$ cat src/rtl/sync_monitor.sv
// rtl/sync_monitor.sv - periodic sync pulse lock monitor with flywheel and error counting
module sync_monitor #(
    parameter int PERIOD     = 4,
    parameter int LOCK_COUNT = 3,
    parameter int LOSS_COUNT = 2,
    parameter int ERR_W      = 8,
    localparam int PW        = ($clog2(PERIOD) < 1) ? 1 : $clog2(PERIOD)
) (
    input  logic             clk,
    input  logic             rst,
    input  logic             sync_in,
    output logic             locked,
    output logic [PW-1:0]    phase,
    output logic             frame_start,
    output logic             err_pulse,
    output logic [ERR_W-1:0] err_count
);

    // good_cnt must reach LOCK_COUNT+1 (first pulse plus LOCK_COUNT good intervals)
    localparam int GW = $clog2(LOCK_COUNT + 2);
    localparam int CW = $clog2(LOSS_COUNT + 1);

    localparam logic [PW-1:0] LAST_PHASE = PW'(PERIOD - 1);
    localparam logic [GW-1:0] GOOD_DONE  = GW'(LOCK_COUNT + 1);
    localparam logic [CW-1:0] LOSS_LIM   = CW'(LOSS_COUNT);

    typedef enum logic [1:0] {
        HUNT   = 2'd0,
        VERIFY = 2'd1,
        LOCKED = 2'd2
    } state_t;

    state_t            state, state_nx;
    logic [GW-1:0]     good_cnt, good_nx;
    logic [CW-1:0]     cons_err, cons_nx;
    logic [PW-1:0]     phase_nx;
    logic              locked_nx, frame_nx, errp_nx;
    logic [ERR_W-1:0]  count_nx;
    logic              slot;
    logic              err;

    // State and all registered outputs; reset clears everything immediately
    always_ff @(posedge clk or posedge rst) begin
        if (rst) begin
            state       <= HUNT;
            good_cnt    <= '0;
            cons_err    <= '0;
            phase       <= '0;
            locked      <= 1'b0;
            frame_start <= 1'b0;
            err_pulse   <= 1'b0;
            err_count   <= '0;
        end else begin
            state       <= state_nx;
            good_cnt    <= good_nx;
            cons_err    <= cons_nx;
            phase       <= phase_nx;
            locked      <= locked_nx;
            frame_start <= frame_nx;
            err_pulse   <= errp_nx;
            err_count   <= count_nx;
        end
    end

    // Next-state, phase tracking, flywheel strobes and error accounting
    always_comb begin
        state_nx = state;
        good_nx  = good_cnt;
        cons_nx  = cons_err;
        frame_nx = 1'b0;
        errp_nx  = 1'b0;
        count_nx = err_count;
        slot     = (phase == LAST_PHASE);
        err      = 1'b0;
        phase_nx = slot ? '0 : phase + 1'b1;

        case (state)
            HUNT: begin
                if (sync_in) begin
                    state_nx = VERIFY;
                    phase_nx = '0;
                    good_nx  = GW'(1);
                end
            end
            VERIFY: begin
                if (sync_in) begin
                    phase_nx = '0;
                    if (slot) begin
                        good_nx = good_cnt + 1'b1;
                        if (good_cnt + 1'b1 == GOOD_DONE) begin
                            state_nx = LOCKED;
                        end
                    end else begin
                        // early pulse: treat it as a fresh first pulse
                        good_nx = GW'(1);
                    end
                end else if (slot) begin
                    state_nx = HUNT;
                    good_nx  = '0;
                end
            end
            LOCKED: begin
                // phase keeps free-running here; pulses never resync it
                frame_nx = slot;
                err      = slot ? !sync_in : sync_in;
                if (err) begin
                    errp_nx = 1'b1;
                    if (err_count != {ERR_W{1'b1}}) begin
                        count_nx = err_count + 1'b1;
                    end
                    if (cons_err + 1'b1 == LOSS_LIM) begin
                        state_nx = HUNT;
                        cons_nx  = '0;
                        good_nx  = '0;
                    end else begin
                        cons_nx = cons_err + 1'b1;
                    end
                end else if (slot) begin
                    cons_nx = '0;
                end
            end
            default: begin
                state_nx = HUNT;
                good_nx  = '0;
                cons_nx  = '0;
            end
        endcase

        locked_nx = (state_nx == LOCKED);
    end

endmodule

$ cat config.mk
export PLATFORM = sky130hd
export DESIGN_NAME = sync_monitor
export DESIGN_NICKNAME = d
export VERILOG_FILES = /design/src/rtl/sync_monitor.sv
export SDC_FILE = /design/constraint.sdc
export NUM_CORES = 1
export LEC_CHECK = 0
export CAP_MARGIN = 15
export CORE_UTILIZATION = 45
export DETAILED_ROUTE_END_ITERATION = 10
export HOLD_SLACK_MARGIN = 0.15
export PLACE_DENSITY = 0.72
export SETUP_SLACK_MARGIN = 0.15
export SLEW_MARGIN = 40
export SYNTH_ARGS = -nofsm -noshare
export SYNTH_HDL_FRONTEND = slang
export SYNTH_SLANG_ARGS = --single-unit
$ cat constraint.sdc
create_clock -name clk -period 2.1 [get_ports clk]
set_clock_uncertainty 0.1 [all_clocks]
set_input_delay 0.42 -clock clk [delete_from_list [all_inputs] [get_ports clk]]
set_output_delay 0.42 -clock clk [all_outputs]
set_load 0.05 [all_outputs]
==> flow_summary.rst <==
.. list-table::
   :header-rows: 1

   * - Metric
     - Value
   * - Run status
     - complete, no violations
   * - Final Max Tran Viols
     - 0
   * - Seq cells post-synth
     - 20
   * - Worst setup path category
     - reg -> reg
   * - CTS clk-pin slew, worst paths
     - 110 ps
   * - Die X-Extent
     - 49.19 um
   * - Number of library cell types mapped by synthesis
     - 35
   * - Via count
     - roughly 770
   * - First-pass GRT wire length
     - between 3 and 4 mm
   * - Antenna viol nets, final
     - 0
   * - DIE AREA
     - between 2000 and 2500 um^2
   * - Count of standard-cell rows
     - 16
   * - RR Startpoint
     - phase[0]$_DFF_PP0_
   * - Crit path capture type
     - flip-flop
   * - Ratio of cells with drive above 1 in the final layout
     - between 20% and 30%
   * - Core box area
     - about 2000 um^2
   * - Via-per-instance ratio
     - between 5 and 6
   * - Initial Utilization
     - between 40% and 50%
   * - EDFF count, synth
     - 0
   * - Iteration-0 DRC count of the detailed router
     - 18
   * - Detailed-routing wirelength on met1
     - 899 um
   * - Part of the cycle the worst path needs
     - just under 90%
   * - Max VDD drop
     - around 0.0004 V
   * - Antenna violations before repair
     - 0
   * - Diode count
     - 0
   * - Remaining DRCs
     - 0
   * - Routed length on met2
     - 907 um
   * - Startpoint class of the critical path
     - flip-flop
   * - GRT Resource Usage Total
     - a little under a fifth
   * - Leading cell types by total area after synthesis
     - sky130_fd_sc_hd__dfrtp_1 50%, sky130_fd_sc_hd__ha_1 6.2%, sky130_fd_sc_hd__mux2_2 4.5%
   * - PortBufs
     - 15
   * - Most prevalent standard cell on the critical path
     - sky130_fd_sc_hd__ha_4
   * - Setup WS post-layout
     - 234.1 ps
   * - Max Fanout on Critical Path
     - 5
   * - Max frequency
     - 0.5359 GHz
   * - CTS buffer count
     - 3
   * - Highest routed layer
     - met4
   * - CTS tree
     - yes
   * - Critical path origin
     - phase[0]$_DFF_PP0_
   * - Worst-margin pin slew
     - 543.6 ps
   * - Sinks on Clock Net
     - 20
   * - Maximum number of pins on one net before global-route repair
     - 15
   * - Count of mapped cells out of synthesis
     - 93
   * - Count of buffering cells on the critical path with inverters included
     - 1
   * - Leakage power
     - 0.6382 nW
   * - Post-placement setup slack
     - -151.6 ps
   * - CP max stage delay
     - roughly 450 ps
   * - Total met3 wirelength after detailed routing
     - 79 um
   * - Weighted congestion reported at the end of routability-driven placement
     - 0.7843
   * - Vias in the first global route
     - 733
   * - Tmin final
     - 1866 ps
   * - Detailed Place HPWL
     - 1.456 mm
   * - Critical Path, Cell by Cell
     - ha_4 > inv_2 > ha_4 > and3b_2 > and2_4 > nand3_2 > mux2_4
   * - CTS Root Cell
     - sky130_fd_sc_hd__clkbuf_4
   * - Die Y-Extent
     - 49.19 um
   * - Boundary pin count
     - 16
   * - Syn nets
     - 101
   * - Count of TritonRoute iterations in the first routing pass
     - 5
   * - Total of warnings raised by yosys
     - 0
   * - Setup-violating endpoint count in the final report
     - 0
   * - Cell accounting for the most synthesized area
     - sky130_fd_sc_hd__dfrtp_1
   * - Worst path slowest cell
     - sky130_fd_sc_hd__dfrtp_2
   * - Final layout net count
     - 127
   * - Min-Delay Path Class
     - in -> async
   * - WL per Instance
     - approximately 13 um
   * - Unrepaired setup endpoints after global routing
     - no
   * - Area of placed instances
     - ~1200 um^2
   * - Post-synthesis async set-or-reset flop share
     - 100.0%
   * - Required time at the worst-slack endpoint
     - 2190 ps
   * - Total count of hold-check failures in the final report
     - 0
   * - Post-Synthesis Cell Area
     - roughly 1000 um^2
   * - Slew margin rel.
     - a little under two thirds
   * - Top delay family on crit path
     - simple AND/OR/NAND/NOR gates
   * - CTS max path bufs
     - 2
   * - CTS H-tree depth
     - 1
   * - Power Dens Cells
     - 571.2 nW/um^2
   * - Post-Layout Inst Area
     - 1282 um^2
   * - Final wirelength
     - 1.933 mm
   * - Max-Cap Viols
     - 0
   * - Clock latency at the later pin of the worst-skew pair
     - approximately 300 ps
   * - Area growth syn-to-layout
     - 27.97%
   * - Most instantiated flip-flop cell in the synthesis netlist
     - sky130_fd_sc_hd__dfrtp_1
   * - Aggregate global routing overflow
     - 0
   * - Critical path data arrival time
     - 1960 ps
   * - Mean cell area of the mapped netlist
     - between 10 and 15 um^2
   * - Portion of the post-synthesis area used by sequential elements
     - 49.94%
   * - Fraction of post-synthesis cell area in the top cell type by area
     - 49.94%
-- placed cells by master (no fill, tap or decap), types with 2 or more instances in the layout --
cell / synthesis / final
sky130_fd_sc_hd__dfrtp_1: 20 / 18
sky130_fd_sc_hd__dlygate4sd2_1: 0 / 11
sky130_fd_sc_hd__buf_4: 1 / 10
sky130_fd_sc_hd__inv_1: 8 / 6
sky130_fd_sc_hd__nand2_1: 6 / 6
sky130_fd_sc_hd__o21ai_0: 5 / 5
sky130_fd_sc_hd__nand3_1: 4 / 4
sky130_fd_sc_hd__mux2_2: 4 / 4
sky130_fd_sc_hd__a21oi_1: 4 / 4
sky130_fd_sc_hd__nand2b_1: 3 / 3
sky130_fd_sc_hd__nor2_1: 3 / 3
sky130_fd_sc_hd__nor2b_1: 3 / 3
sky130_fd_sc_hd__ha_1: 5 / 3
sky130_fd_sc_hd__clkbuf_4: 0 / 3
sky130_fd_sc_hd__nand4_1: 2 / 2
sky130_fd_sc_hd__xnor2_1: 2 / 2
sky130_fd_sc_hd__inv_2: 0 / 2
sky130_fd_sc_hd__nor3_1: 2 / 2
sky130_fd_sc_hd__xor2_1: 2 / 2
sky130_fd_sc_hd__ha_4: 0 / 2
sky130_fd_sc_hd__dfrtp_2: 0 / 2
-- final timing paths --
kind,endpoint,slack [ps],depth (start not counted)
max reg2reg,err_count[4]$_DFFE_PP0P_,230,7
min,cons_err[0]$_DFFE_PP0P_,360,2
min in group clk,phase[0]$_DFF_PP0_,380,1
min reg2reg,phase[0]$_DFF_PP0_,380,1
max in group asynchronous,err_count[6]$_DFFE_PP0P_,1030,3
max,err_count[4]$_DFFE_PP0P_,230,7
-- layout make-up --
type | count | area, um^2
clock buffer | 4 | 36.28
multi-input combinational | 63 | 485.5
timing repair buffer | 23 | 193.9
fill | 173 | 739.5
tap | 27 | 33.78
inverter | 8 | 30.03
sequential | 20 | 503.0
-- stage by stage --
step                      TNS [ps]  instances  power (mW)  util, %  hold WS [ps]
after CTS                        0        144      0.7401    62.87         372.5
after global placement      -584.6        140      0.5157    61.76         365.7
after floorplan                  0         93      0.4826        -         283.7
after detailed placement    -856.4        140      0.5209    61.76         364.7
after global routing             0        145      0.7619    63.43         390.8
final                            0        145      0.7325    63.43         356.5
-- registers in the layout, summed over array words and instances (netlist names) --
| register | cells |
|---|---|
| state | 2 |
| locked | 1 |
| phase | 2 |
| err_pulse | 1 |
| frame_start | 1 |
| good_cnt | 3 |
| err_count | 8 |
| cons_err | 2 |
-- where the power goes --
part	total, mW	switching, mW	internal [mW]
combinational	0.101	0.0538	0.0473
clock	0.222	0.116	0.106
sequential	0.410	0.0135	0.396
-- layer usage --
| metal | vias up | global-route usage (%) |
|---|---|---|
| li1 | 377 | - |
| met1 | 366 | 24.85 |
| met2 | 19 | 29.22 |
| met3 | 4 | 4.050 |
| met4 | 0 | 10.29 |
| met5 | - | 0 |
-- what timing repair did --
action / 4_1_cts / 5_1_grt
setup endpoints to repair: 11 / 5
gates resized for setup: 11 / 3
pin swaps: 0 / 1
hold endpoints to repair: 0 / 0
hold buffers: 0 / 0
setup buffers: 0 / 1
-- synthesized netlist by cell type, types with 2 or more instances --
| master | count |
|---|---|
| sky130_fd_sc_hd__dfrtp_1 | 20 |
| sky130_fd_sc_hd__inv_1 | 8 |
| sky130_fd_sc_hd__nand2_1 | 6 |
| sky130_fd_sc_hd__ha_1 | 5 |
| sky130_fd_sc_hd__o21ai_0 | 5 |
| sky130_fd_sc_hd__a21oi_1 | 4 |
| sky130_fd_sc_hd__mux2_2 | 4 |
| sky130_fd_sc_hd__nand3_1 | 4 |
| sky130_fd_sc_hd__nand2b_1 | 3 |
| sky130_fd_sc_hd__nor2_1 | 3 |
| sky130_fd_sc_hd__nor2b_1 | 3 |
| sky130_fd_sc_hd__nand4_1 | 2 |
| sky130_fd_sc_hd__nor3_1 | 2 |
| sky130_fd_sc_hd__xnor2_1 | 2 |
| sky130_fd_sc_hd__xor2_1 | 2 |
-- kinds of logic (layout without fill, tap and decap cells) --
logic type                 count (synthesis)  in the layout  share of synthesized area (%)
muxes                                      5              5                          5.992
and+or+nand+nor                           32             32                          18.85
AOI/OAI and AO/OA                         17             17                          11.24
buffers and inverters                     10             35                          4.245
adders and majority gates                  5              5                          6.242
xor gates and xnor gates                   4              4                          3.496
DFF                                       20             20                          49.94
Power figures use the tool's default switching activity.
